==> config.mk <==
export PLATFORM = sky130hd
export DESIGN_NAME = score_tracker
export DESIGN_NICKNAME = d
export VERILOG_FILES = /design/src/rtl/tetris_pkg.sv /design/src/rtl/bcd_counter2.sv /design/src/rtl/score_tracker.sv
export SDC_FILE = /design/constraint.sdc
export NUM_CORES = 1
export LEC_CHECK = 0
export BUFFER_PORTS_ARGS = -buffer_cell sky130_fd_sc_hd__buf_2
export CAP_MARGIN = 15
export CELL_PAD_IN_SITES_DETAIL_PLACEMENT = 1
export CELL_PAD_IN_SITES_GLOBAL_PLACEMENT = 2
export CORE_MARGIN = 3
export CORE_UTILIZATION = 34
export DETAILED_ROUTE_END_ITERATION = 8
export GPL_ROUTABILITY_DRIVEN = 0
export GPL_TIMING_DRIVEN = 1
export PLACE_DENSITY_LB_ADDON = 0.05
export SYNTH_ARGS = -nofsm -noshare
export SYNTH_HDL_FRONTEND = slang
export SYNTH_SLANG_ARGS = --single-unit
==> constraint.sdc <==
create_clock -name Clk -period 2.46 [get_ports Clk]
set_clock_uncertainty 0.15 [all_clocks]
set_input_delay 0.369 -clock Clk [delete_from_list [all_inputs] [get_ports Clk]]
set_output_delay 0.369 -clock Clk [all_outputs]
set_load 0.01 [all_outputs]
==> src/rtl/tetris_pkg.sv <==
// Shared types and constants for the line-clear score tracker.
// Holds the game state encoding, the points table and the score ceiling.
package tetris_pkg;

  typedef enum logic [2:0] {
    ST_IDLE,
    ST_PLAY,
    ST_ADD,
    ST_WIN,
    ST_LOSE
  } state_e;

  localparam logic [6:0] SCORE_MAX = 7'd99;

  localparam logic [3:0] PTS_1 = 4'd1;
  localparam logic [3:0] PTS_2 = 4'd3;
  localparam logic [3:0] PTS_3 = 4'd5;
  localparam logic [3:0] PTS_4 = 4'd8;

  // A zero result means the report carries no points.
  function automatic logic [3:0] points_for(input logic [2:0] lines);
    case (lines)
      3'd1:    return PTS_1;
      3'd2:    return PTS_2;
      3'd3:    return PTS_3;
      3'd4:    return PTS_4;
      default: return 4'd0;
    endcase
  endfunction

endpackage

==> src/rtl/bcd_counter2.sv <==
// Two-digit score counter kept in binary and BCD side by side.
// Stops at SCORE_MAX, so the digits never need a divider.
module bcd_counter2
  import tetris_pkg::*;
(
  input  logic       Clk,
  input  logic       Reset_n,
  input  logic       Clear,
  input  logic       Incr,
  output logic [6:0] Value,
  output logic [3:0] Tens,
  output logic [3:0] Ones,
  output logic       Saturated
);

  logic [6:0] value_reg;
  logic [3:0] tens_reg;
  logic [3:0] ones_reg;

  assign Saturated = (value_reg == SCORE_MAX);

  always_ff @(posedge Clk or negedge Reset_n) begin
    if (!Reset_n) begin
      value_reg <= 7'd0;
      tens_reg  <= 4'd0;
      ones_reg  <= 4'd0;
    end else if (Clear) begin
      value_reg <= 7'd0;
      tens_reg  <= 4'd0;
      ones_reg  <= 4'd0;
    end else if (Incr && !Saturated) begin
      value_reg <= value_reg + 7'd1;
      if (ones_reg == 4'd9) begin
        ones_reg <= 4'd0;
        tens_reg <= tens_reg + 4'd1;
      end else begin
        ones_reg <= ones_reg + 4'd1;
      end
    end
  end

  assign Value = value_reg;
  assign Tens  = tens_reg;
  assign Ones  = ones_reg;

endmodule

==> src/rtl/score_tracker.sv <==
// Game score tracker: accepts line-clear reports, adds points one per cycle,
// and tracks win/lose outcome plus the best score since reset.
module score_tracker
  import tetris_pkg::*;
#(
  parameter logic [6:0] WIN_SCORE = 7'd40
) (
  input  logic       Clk,
  input  logic       Reset_n,
  input  logic       Start,
  input  logic       Lines_Valid,
  input  logic [2:0] Lines_Cleared,
  output logic       Lines_Ready,
  input  logic       Spawn_Blocked,
  output logic [6:0] Score,
  output logic [3:0] Score_Tens,
  output logic [3:0] Score_Ones,
  output logic [6:0] Highest,
  output logic       Playing,
  output logic       Win,
  output logic       Lose
);

  state_e     state_reg;
  logic [3:0] pending_reg;
  logic [6:0] highest_reg;

  logic       cnt_clear;
  logic       cnt_incr;
  logic       saturated;
  logic       idle_like;
  logic [6:0] score_inc;
  logic [3:0] report_pts;

  assign idle_like  = (state_reg == ST_IDLE) || (state_reg == ST_WIN) || (state_reg == ST_LOSE);
  assign cnt_clear  = idle_like && Start;
  // A blocked spawn suppresses the increment of the same cycle.
  assign cnt_incr   = (state_reg == ST_ADD) && !Spawn_Blocked && !saturated;
  assign score_inc  = Score + 7'd1;
  assign report_pts = points_for(Lines_Cleared);

  bcd_counter2 u_counter (
    .Clk       (Clk),
    .Reset_n   (Reset_n),
    .Clear     (cnt_clear),
    .Incr      (cnt_incr),
    .Value     (Score),
    .Tens      (Score_Tens),
    .Ones      (Score_Ones),
    .Saturated (saturated)
  );

  always_ff @(posedge Clk or negedge Reset_n) begin
    if (!Reset_n) begin
      state_reg   <= ST_IDLE;
      pending_reg <= 4'd0;
      highest_reg <= 7'd0;
    end else begin
      if (Score > highest_reg) highest_reg <= Score;
      case (state_reg)
        ST_IDLE, ST_WIN, ST_LOSE: begin
          if (Start) begin
            state_reg   <= ST_PLAY;
            pending_reg <= 4'd0;
          end
        end
        ST_PLAY: begin
          if (Spawn_Blocked) begin
            state_reg <= ST_LOSE;
          end else if (Lines_Valid && (report_pts != 4'd0)) begin
            pending_reg <= report_pts;
            state_reg   <= ST_ADD;
          end
        end
        ST_ADD: begin
          if (Spawn_Blocked) begin
            state_reg   <= ST_LOSE;
            pending_reg <= 4'd0;
          end else if (saturated) begin
            pending_reg <= 4'd0;
            state_reg   <= (Score >= WIN_SCORE) ? ST_WIN : ST_PLAY;
          end else if (score_inc >= WIN_SCORE) begin
            // Reaching the target ends the add early; leftover points are dropped.
            pending_reg <= 4'd0;
            state_reg   <= ST_WIN;
          end else begin
            pending_reg <= pending_reg - 4'd1;
            if (pending_reg == 4'd1) state_reg <= ST_PLAY;
          end
        end
        default: state_reg <= ST_IDLE;
      endcase
    end
  end

  assign Lines_Ready = (state_reg == ST_PLAY);
  assign Playing     = (state_reg == ST_PLAY) || (state_reg == ST_ADD);
  assign Win         = (state_reg == ST_WIN);
  assign Lose        = (state_reg == ST_LOSE);
  assign Highest     = highest_reg;

endmodule
## After elaboration in Yosys (flattened, before gate mapping)

Index checks and enable logic that the tools add are counted.

| word-level totals | value |
|---|---|
| flip-flop bits (word level) | 29 |
| output and inout bits | 26 |
| input port bits | 8 |
| logic and storage cells | 73 |

| operators by class | value |
|---|---|
| mux-type cells | 25 |
| order comparisons | 3 |
| equality and inequality tests | 16 |
| add/subtract/negate cells | 4 |
| reductions and logical operators | 19 |

Operators by type and width:

| cell | number |
|---|---|
| $mux W4 | 12 |
| $mux W3 | 7 |
| $pmux W4 S4 | 1 |
| $ge A7 B6 Y1 const B | 2 |
| $mux W7 | 2 |
| $eq A3 B2 Y1 const B | 4 |
| $pmux W4 S3 | 1 |
| $pmux W3 S3 | 1 |
| $add A4 B1 Y4 const B | 2 |
| $add A7 B1 Y7 const B | 1 |
| $eq A7 B7 Y1 const B | 1 |
| $gt A7 B7 Y1 | 1 |
| $eq A3 B1 Y1 const B | 2 |
| $eq A3 B3 Y1 const B | 2 |
| $logic_and A1 B1 Y1 | 5 |
| $ne A5 B4 Y1 const B | 1 |
| $eq A4 B1 Y1 const B | 1 |
| $eq A4 B4 Y1 const B | 1 |
| $ne A2 B2 Y1 const B | 2 |
| $reduce_and A4 Y1 | 1 |
| $reduce_bool A2 Y1 | 2 |
| $reduce_bool A4 Y1 | 1 |
| $sub A4 B1 Y4 const B | 1 |
| $logic_not A3 Y1 | 1 |
| other kinds (9) | 12 |

## Longest topological paths before layout

Gate-level depths: netlist (run 1).

| logic depth | value |
|---|---|
| depth in word-level cells | 7 |
| gate-level depth with buffers | 7 |
| depth with buffers taken out | 7 |

## Hierarchy

From an unflattened synthesis (run 1), not the netlist that was laid out.

| second synthesis, totals | value |
|---|---|
| cells, all modules | 196 |
| area total of the unflattened synthesis | 1873.0 um2 |

By module, submodules not included:

| module | instances | seq. area each (um2) | area each (um2) | cells each |
|---|---|---|---|---|
| score_tracker | 1 | 350.3 | 1077.3 | 114 |
| bcd_counter2 | 1 | 375.4 | 795.8 | 82 |

## Worst setup path after synthesis (run 1)

No wires, ideal clock.

| timing path | value |
|---|---|
| path kind | reg-to-reg |
| start | register u_counter.value_reg[0] (netlist: u_counter.Value[0]) |
| end | register state_reg[1] |
| data arrival time | 1.937 ns |
| slack | 0.249 ns |
| buffers on the path | 0 |
| cell stages (with the launch flop) | 7 |
| data required time | 2.185 ns |
| period minus slack after synthesis | 2.211 ns |
| library setup time | 0.125 ns |
| cells stage by stage | dfrtp_1 > ha_1 > and4b_1 > a211oi_2 > nand2_1 > o31ai_2 > mux2_2 |

| on the way | value |
|---|---|
| cells in the longest elaborated chain, start to end | 6 |
| elaborated cells on any way between the ends | 11 |
| those cells by class | add/sub: 1; order compare: 2; eq/ne: 2; mux: 5; reduce/logical: 1 |

Ends and longest elaborated chain:

| item | RTL line | RTL |
|---|---|---|
| from (decl) | bcd_counter2.sv:16 | `logic [6:0] value_reg;` |
| from (signal assigned) | bcd_counter2.sv:32 | `value_reg <= value_reg + 7'd1;` |
| $add A7 B1 Y7 | score_tracker.sv:39 | `assign score_inc = Score + 7'd1;` |
| $ge A7 B6 Y1 | score_tracker.sv:82 | `end else if (score_inc >= WIN_SCORE) begin` |
| $mux W3 | score_tracker.sv:82 |  |
| $mux W3 | score_tracker.sv:79 | `end else if (saturated) begin` |
| $mux W3 | score_tracker.sv:76 | `if (Spawn_Blocked) begin` |
| $pmux W3 S3 | score_tracker.sv:60 | `case (state_reg)` |
| to (signal assigned) | score_tracker.sv:81 | `state_reg <= (Score >= WIN_SCORE) ? ST_WIN : ST_PLAY;` |
| to (decl) | score_tracker.sv:24 | `state_e state_reg;` |

Several ways; a longest one is shown, not always the timed one.
A chain may end at the register's enable or synchronous reset.

## Final worst setup path (run 1)

| timing path | value |
|---|---|
| start | register state_reg[1] |
| end | register state_reg[1] |

| on the way | value |
|---|---|
| cells in the longest elaborated chain, start to end | 4 |
| elaborated cells on any way between the ends | 11 |
| those cells by class | eq/ne: 7; mux: 1; reduce/logical: 3 |

Ends and longest elaborated chain:

| item | RTL line |
|---|---|
| $eq A3 B2 Y1, or another cell as far along | score_tracker.sv:60 |
| $reduce_or A3 Y1 | score_tracker.sv:60 |
| $ne A2 B2 Y1 (no line) | -- |
| $reduce_and A3 Y1 (no line) | -- |

Several ways; a longest one is shown, not always the timed one.

==> out/results.ini, run 1 <==
[detailed_routing]
vias = 1630
drt-wirelength-per-cell_um = 15.8
postRouteAntennaNets = 0
dr.pass1.iters = 3
drc_errors = 0
routed_wl_um = 4910
drt-initial-drc-count = 77
viasPerCell = 5.26

[timing]
finalSetupViolations = 0
fmax_mhz = 441
fin_crit_ps = 2270
final_max_slew_viol_count = 0
holdWs_ps = 229
relSlewSlack = 0.515
fin_setup_tns_ps = 0
rsz0062_at_grt = no
tightestPinTransition_ps = 722
period_share = 0.921
hold_violations = 0

[clock_tree]
cts_made_buffers = 5
cts_tree = yes
cts_root_buf = clkbuf_8
clk_pin_slew_worst_paths_ps = 60
cts_max_level = 2
clkSinkCount = 29
clkLatencyLatePin_ps = 280
cts_buffer_depth = 2

[grt]
grt_pass1_wl_um = 8300
antenna_found_initial = 0
grt_max_degree = 30
grt_usage = 0.168
grt.overflow.total = 0
grt_pass1_vias = 1705

[min_path]
hold_depth = 2
min_path_type = in2reg

[floorplanning]
die_w_um = 80.3
die_y_um = 80.3
core_area_um2 = 5240
rows = 26
initial_core_util = 0.358
fp.dieArea_um2 = 6450
pin_count = 34

[critical_path]
arrival_ps = 2270
criticalPathCategory = reg2reg
worstPathCellList = or3b_4 -> a211oi_2 -> nand2_1 -> o31ai_2 -> mux2_2
crit_path_max_fanout = 10
path_depth = 5
rr_worst_depth = 5
timing.rr.start = state_reg[1]$_DFFE_PN0P_
critPathTopFamily = compound AO/OA/AOI/OAI gates
crit_start = state_reg[1]$_DFFE_PN0P_
path_buf_inv = 0
rrSetupSlack_ps = 190
crit_path_end = state_reg[1]$_DFFE_PN0P_
critPathMaxStageDelay_ps = 500
slowest_stage = dfrtp_1
r2r_end = state_reg[1]$_DFFE_PN0P_
cp-start-kind = register
crit_path_end_kind = register
crit_required_ps = 2470

[power]
p_leak_uw = 0.00109
clkPwrFrac = 0.268
switching_share = 0.366
finalPower_uw = 1610
p_comb_frac = 0.353
p_int_uw = 1020
ir_worst_vdd_mv = 0.301
p_per_area_nw_per_um2 = 716
seqPwrFrac = 0.379
switchingPower_uw = 590

[synth]
synth_flop_cell = dfrtp_1
muxShareOfSynthArea = 0.0473
synth_nets = 220
ys_seq_elements = 29
yosys_warnings = 0
syn_avg_cell_area_um2 = 9.48
synth_xor_area_frac = 0.0233
yosys.area_share.simple = 0.221
synth_top_family_by_area = simple AND/OR/NAND/NOR gates
async_flop_share = 1.00
synth_area_um2 = 1880
synth_compound_area_frac = 0.183
synth_edf_count = 0
yosysSeqAreaShare = 0.387
synth_fa_ha_area_frac = 0.0933
synth.distinct_cells = 48
netlist_instances = 198

[finish]
antennaDiodeCount = 0
fin_util = 0.429
mostFrequentLayoutCells = 33 x buf_2, 29 x dfrtp_1, 22 x nand2_1
fin_nets = 261
mostFrequentLayoutCell = buf_2
stdcell_area_um2 = 2250
areaGrowthSynthToFinish_pct = 19.8
final_layout_size_suffix_gt1_frac = 0.271

[placed_design]
port-buffer-count = 33
postPlaceCellArea_um2 = 2130
place_hpwl_um = 3830

[flow_run]
cap_viol_max_count = 0

[run_status]
status = finished clean

synthesized netlist by cell type (2+ instances only):
cell       number  share of area
o21ai_0        10          0.027
o31ai_1         2         0.0080
a22o_1          3          0.014
or3_1           5          0.017
o2111ai_1       2         0.0093
or4_1           2         0.0080
a211oi_1        4          0.016
dfrtp_1        29           0.39
mux2_2          7          0.042
nand4_1         2         0.0067
a21oi_1         7          0.019
clkbuf_1        2         0.0040
nand2_1        22          0.044
xor2_1          3          0.014
nand3b_1        3          0.012
nor3b_1         2         0.0080
nand3_1         7          0.019
a21o_1          2         0.0080
nand2b_1        3          0.010
buf_6           2          0.012
nor3_1          6          0.016
inv_1          13          0.026
o21a_1          4          0.016
and2_1          4          0.013
xnor2_1         2         0.0093
o221ai_2        2          0.016
nor2_1         14          0.028
ha_1           14          0.093
how the worst min path moves through the flow:
stage	from	slack [ps]	endpoint
final	Lines_Cleared[0]	230	pending_reg[1]$_DFFE_PN0P_
after global routing	Lines_Cleared[0]	240	pending_reg[1]$_DFFE_PN0P_
after CTS	Lines_Cleared[0]	220	pending_reg[1]$_DFFE_PN0P_
after detailed placement	Reset_n	300	state_reg[2]$_DFFE_PN0P_
after global placement	Reset_n	290	state_reg[2]$_DFFE_PN0P_
after floorplan	Reset_n	-80	Highest[0]$_DFFE_PN0N_
per-stage QoR:
step	setup slack, ps	instances
2_1_floorplan	249	198
3_3_place_gp	219	301
3_5_place_dp	82.4	301
4_1_cts	76.5	310
5_1_grt	43.8	310
6_report	194	310
metal layers:
metal	wire (µm)	track usage	vias to the layer above	part of all wire
met5	0	0	-	0
li1	-	-	796	-
met2	2400	0.276	21	0.49
met3	131	0.0336	7	0.027
met4	66	0.0524	0	0.013
met1	2310	0.221	806	0.47
power by group through the flow:
stage                     clock, µW  combinational (µW)  sequential [µW]
after global routing            478                 628              621
after global placement            0                 554              615
after CTS                       456                 571              609
after detailed placement          0                 568              618
after floorplan                   0                 418              587
final                           431                 568              610
what timing repair did:
| action | in CTS | in global routing |
|---|---|---|
| resized for setup | 0 | 2 |
| setup buffers | 0 | 0 |
| hold buffers | 1 | 0 |
| endpoints found under the hold margin | 5 | 0 |
| endpoints found under the setup margin | 0 | 8 |
layout make-up:
| type | instances | area, µm² |
|---|---|---|
| clock buffers | 7 | 96.3 |
| clock inverters | 1 | 5.00 |
| fillers | 628 | 2990 |
| inverters | 13 | 48.8 |
| multi-input cells | 151 | 1070 |
| flip-flops and latches | 29 | 726 |
| well taps | 70 | 87.6 |
| repair buffers | 39 | 213 |
logic make-up (layout without fill, tap and decap cells):
| kind of cell | Yosys count | after routing |
|---|---|---|
| AOI/OAI and AO/OA | 46 | 46 |
| muxes | 8 | 8 |
| adders and majority gates | 14 | 14 |
| DFF | 29 | 29 |
| and+or+nand+nor | 78 | 78 |
| buffers and inverters | 18 | 60 |
| xor gates and xnor gates | 5 | 5 |
(Power assumes the default switching activity.)
==> run 2: changes to the inputs <==
CORE_MARGIN = 2   (was 3)
==> run 2 against run 1 <==
  * The flow now finishes with violations (hold timing)
  * Sequential power is 2% lower
  * Power is 1.3% higher
  * Via count is 0.49% higher
  * Critical path type unchanged
  * Die area is 4.9% lower
  * Critical endpoint is now pending_reg[0]$_DFFE_PN0P_
==> out/results.ini, run 2 (same netlist as run 1, synthesis figures left out) <==
[run_status]
status = finished, violations left  ; was finished clean
violations = hold timing

[power]
ir_worst_vdd_mv = 0.282  ; was 0.301 mV
p_per_area_nw_per_um2 = 724  ; was 716 nW/µm²
finalPower_uw = 1630  ; was 1610 µW
p_leak_uw = 0.00110  ; was 0.00109 µW

[grt]
grt_max_degree = 30  ; unchanged
grt_usage = 0.171  ; was 0.168
antenna_found_initial = 0  ; unchanged
grt_pass1_vias = 1734  ; was 1705
grt_pass1_wl_um = 8320  ; was 8300 µm
grt.overflow.total = 0  ; unchanged

[timing]
final_max_slew_viol_count = 0  ; unchanged
fin_setup_tns_ps = 0  ; unchanged
layout_setup_ws_ps = 114  ; was 194 ps
hold_violations = 12  ; was 0
fmax_mhz = 426  ; was 441 MHz
tightestPinTransition_ps = 790  ; was 722 ps
finalSetupViolations = 0  ; unchanged
fin_crit_ps = 2350  ; was 2270 ps
period_share = 0.954  ; was 0.921
relSlewSlack = 0.470  ; was 0.515
rsz0062_at_grt = no  ; unchanged
holdWs_ps = -8.20  ; was 229 ps

[finish]
areaGrowthSynthToFinish_pct = 19.9  ; was 19.8%
n_fill_cell = 658  ; was 628
final_layout_size_suffix_gt1_frac = 0.270  ; was 0.271
multi_input_area_um2 = 1070  ; about the same
antennaDiodeCount = 0  ; unchanged
fin_nets = 262  ; was 261
seq_area_um2 = 726  ; unchanged
mostFrequentLayoutCell = buf_2  ; unchanged
mostFrequentLayoutCells = 33 x buf_2, 29 x dfrtp_1, 22 x nand2_1  ; unchanged

[flow_run]
cap_viol_max_count = 0  ; unchanged

[placed_design]
place_hpwl_um = 3720  ; was 3830 µm
port-buffer-count = 33  ; unchanged
post-place-ws_ps = 138  ; was 82.4 ps

[detailed_routing]
routed_wl_um = 4870  ; was 4910 µm
vias = 1638  ; was 1630
drc_errors = 0  ; unchanged
drt-initial-drc-count = 40  ; was 77
dr.pass1.iters = 5  ; was 3
viasPerCell = 5.23  ; was 5.26
drt-wirelength-per-cell_um = 15.6  ; was 15.8 µm
postRouteAntennaNets = 0  ; unchanged

[critical_path]
crit_path_max_fanout = 8  ; was 10
arrival_ps = 2350  ; was 2270 ps
cp-start-kind = register  ; unchanged
crit_start = state_reg[2]$_DFFE_PN0P_  ; was state_reg[1]$_DFFE_PN0P_
crit_required_ps = 2460  ; was 2470 ps
criticalPathCategory = reg2reg  ; unchanged
crit_path_end_kind = register  ; unchanged
timing.rr.start = state_reg[2]$_DFFE_PN0P_  ; was state_reg[1]$_DFFE_PN0P_

[min_path]
min_path_type = in2async  ; was in2reg

[floorplanning]
core_area_um2 = 5410  ; was 5240 µm²
die_w_um = 78.3  ; was 80.3 µm
initial_core_util = 0.347  ; was 0.358
die_y_um = 78.3  ; was 80.3 µm
fp.dieArea_um2 = 6130  ; was 6450 µm²
rows = 27  ; was 26
pin_count = 34  ; unchanged

[clock_tree]
cts_root_buf = clkbuf_8  ; unchanged
clkLatencyLatePin_ps = 270  ; was 280 ps
clkSinkCount = 29  ; unchanged
hold_buffers = 0  ; was 1
clk_pin_slew_worst_paths_ps = 60  ; about the same
cts_made_buffers = 5  ; unchanged
cts_setup_buffers = 0  ; unchanged
cts_max_level = 2  ; unchanged
cts_resized = 0  ; unchanged
cts_buffer_depth = 2  ; unchanged
cts_tree = yes  ; unchanged

[run 2: routing by layer]
metal	vias up	routed length, µm	global-route usage
met5	-	0	0
met4	0	31	0.0474
met3	2	168	0.0345
met2	26	2510	0.309
met1	810	2160	0.207
li1	800	-	-
[run 2: per-stage QoR]
| stage | cell area (µm²) | hold WS, ps | util | instances |
|---|---|---|---|---|
| floorplan | 1880 | -76.6 | - | 198 |
| global placement | 2150 | 295 | 0.398 | 305 |
| detailed placement | 2150 | 312 | 0.398 | 305 |
| CTS | 2250 | 9.44 | 0.416 | 313 |
| global route | 2250 | 27.6 | 0.416 | 313 |
| finish | 2250 | -8.20 | 0.416 | 313 |
[run 2: area by class of cell]
cell class / instances / share of cell area
timing repair buffer: 40 / 0.0967
tap: 72 / 0.0400
inverter: 13 / 0.0217
multi-input combinational: 151 / 0.474
clock buffer: 7 / 0.0428
sequential: 29 / 0.322
clock inverter: 1 / 0.00222
[run 2: power breakdown]
group / internal (µW) / switching (µW) / leakage (µW)
sequential: 529 / 71.1 / 0.000401
combinational: 252 / 345 / 0.000645
clock: 253 / 179 / 0.0000542
total: 1030 / 596 / 0.00110
[run 2: worst max-delay path: stages, from the launching register on]
cell	delay (ps)
dfrtp_1	390
buf_4	160
or3b_2	530
a211oi_1	480
a211oi_1	260
nand2_1	160
o221ai_2	100
[run 2: final timing paths]
| path | to | slack, ps | cells after the start |
|---|---|---|---|
| max | pending_reg[0]$_DFFE_PN0P_ | 110 | 6 |
| min | pending_reg[3]$_DFFE_PN0P_ | -8 | 1 |
| max reg2reg | pending_reg[0]$_DFFE_PN0P_ | 110 | 6 |
| min reg2reg | Highest[3]$_DFFE_PN0N_ | 380 | 1 |
| max in group asynchronous | Highest[2]$_DFFE_PN0N_ | 1710 | 1 |
| min in group Clk | pending_reg[1]$_DFFE_PN0P_ | 220 | 2 |
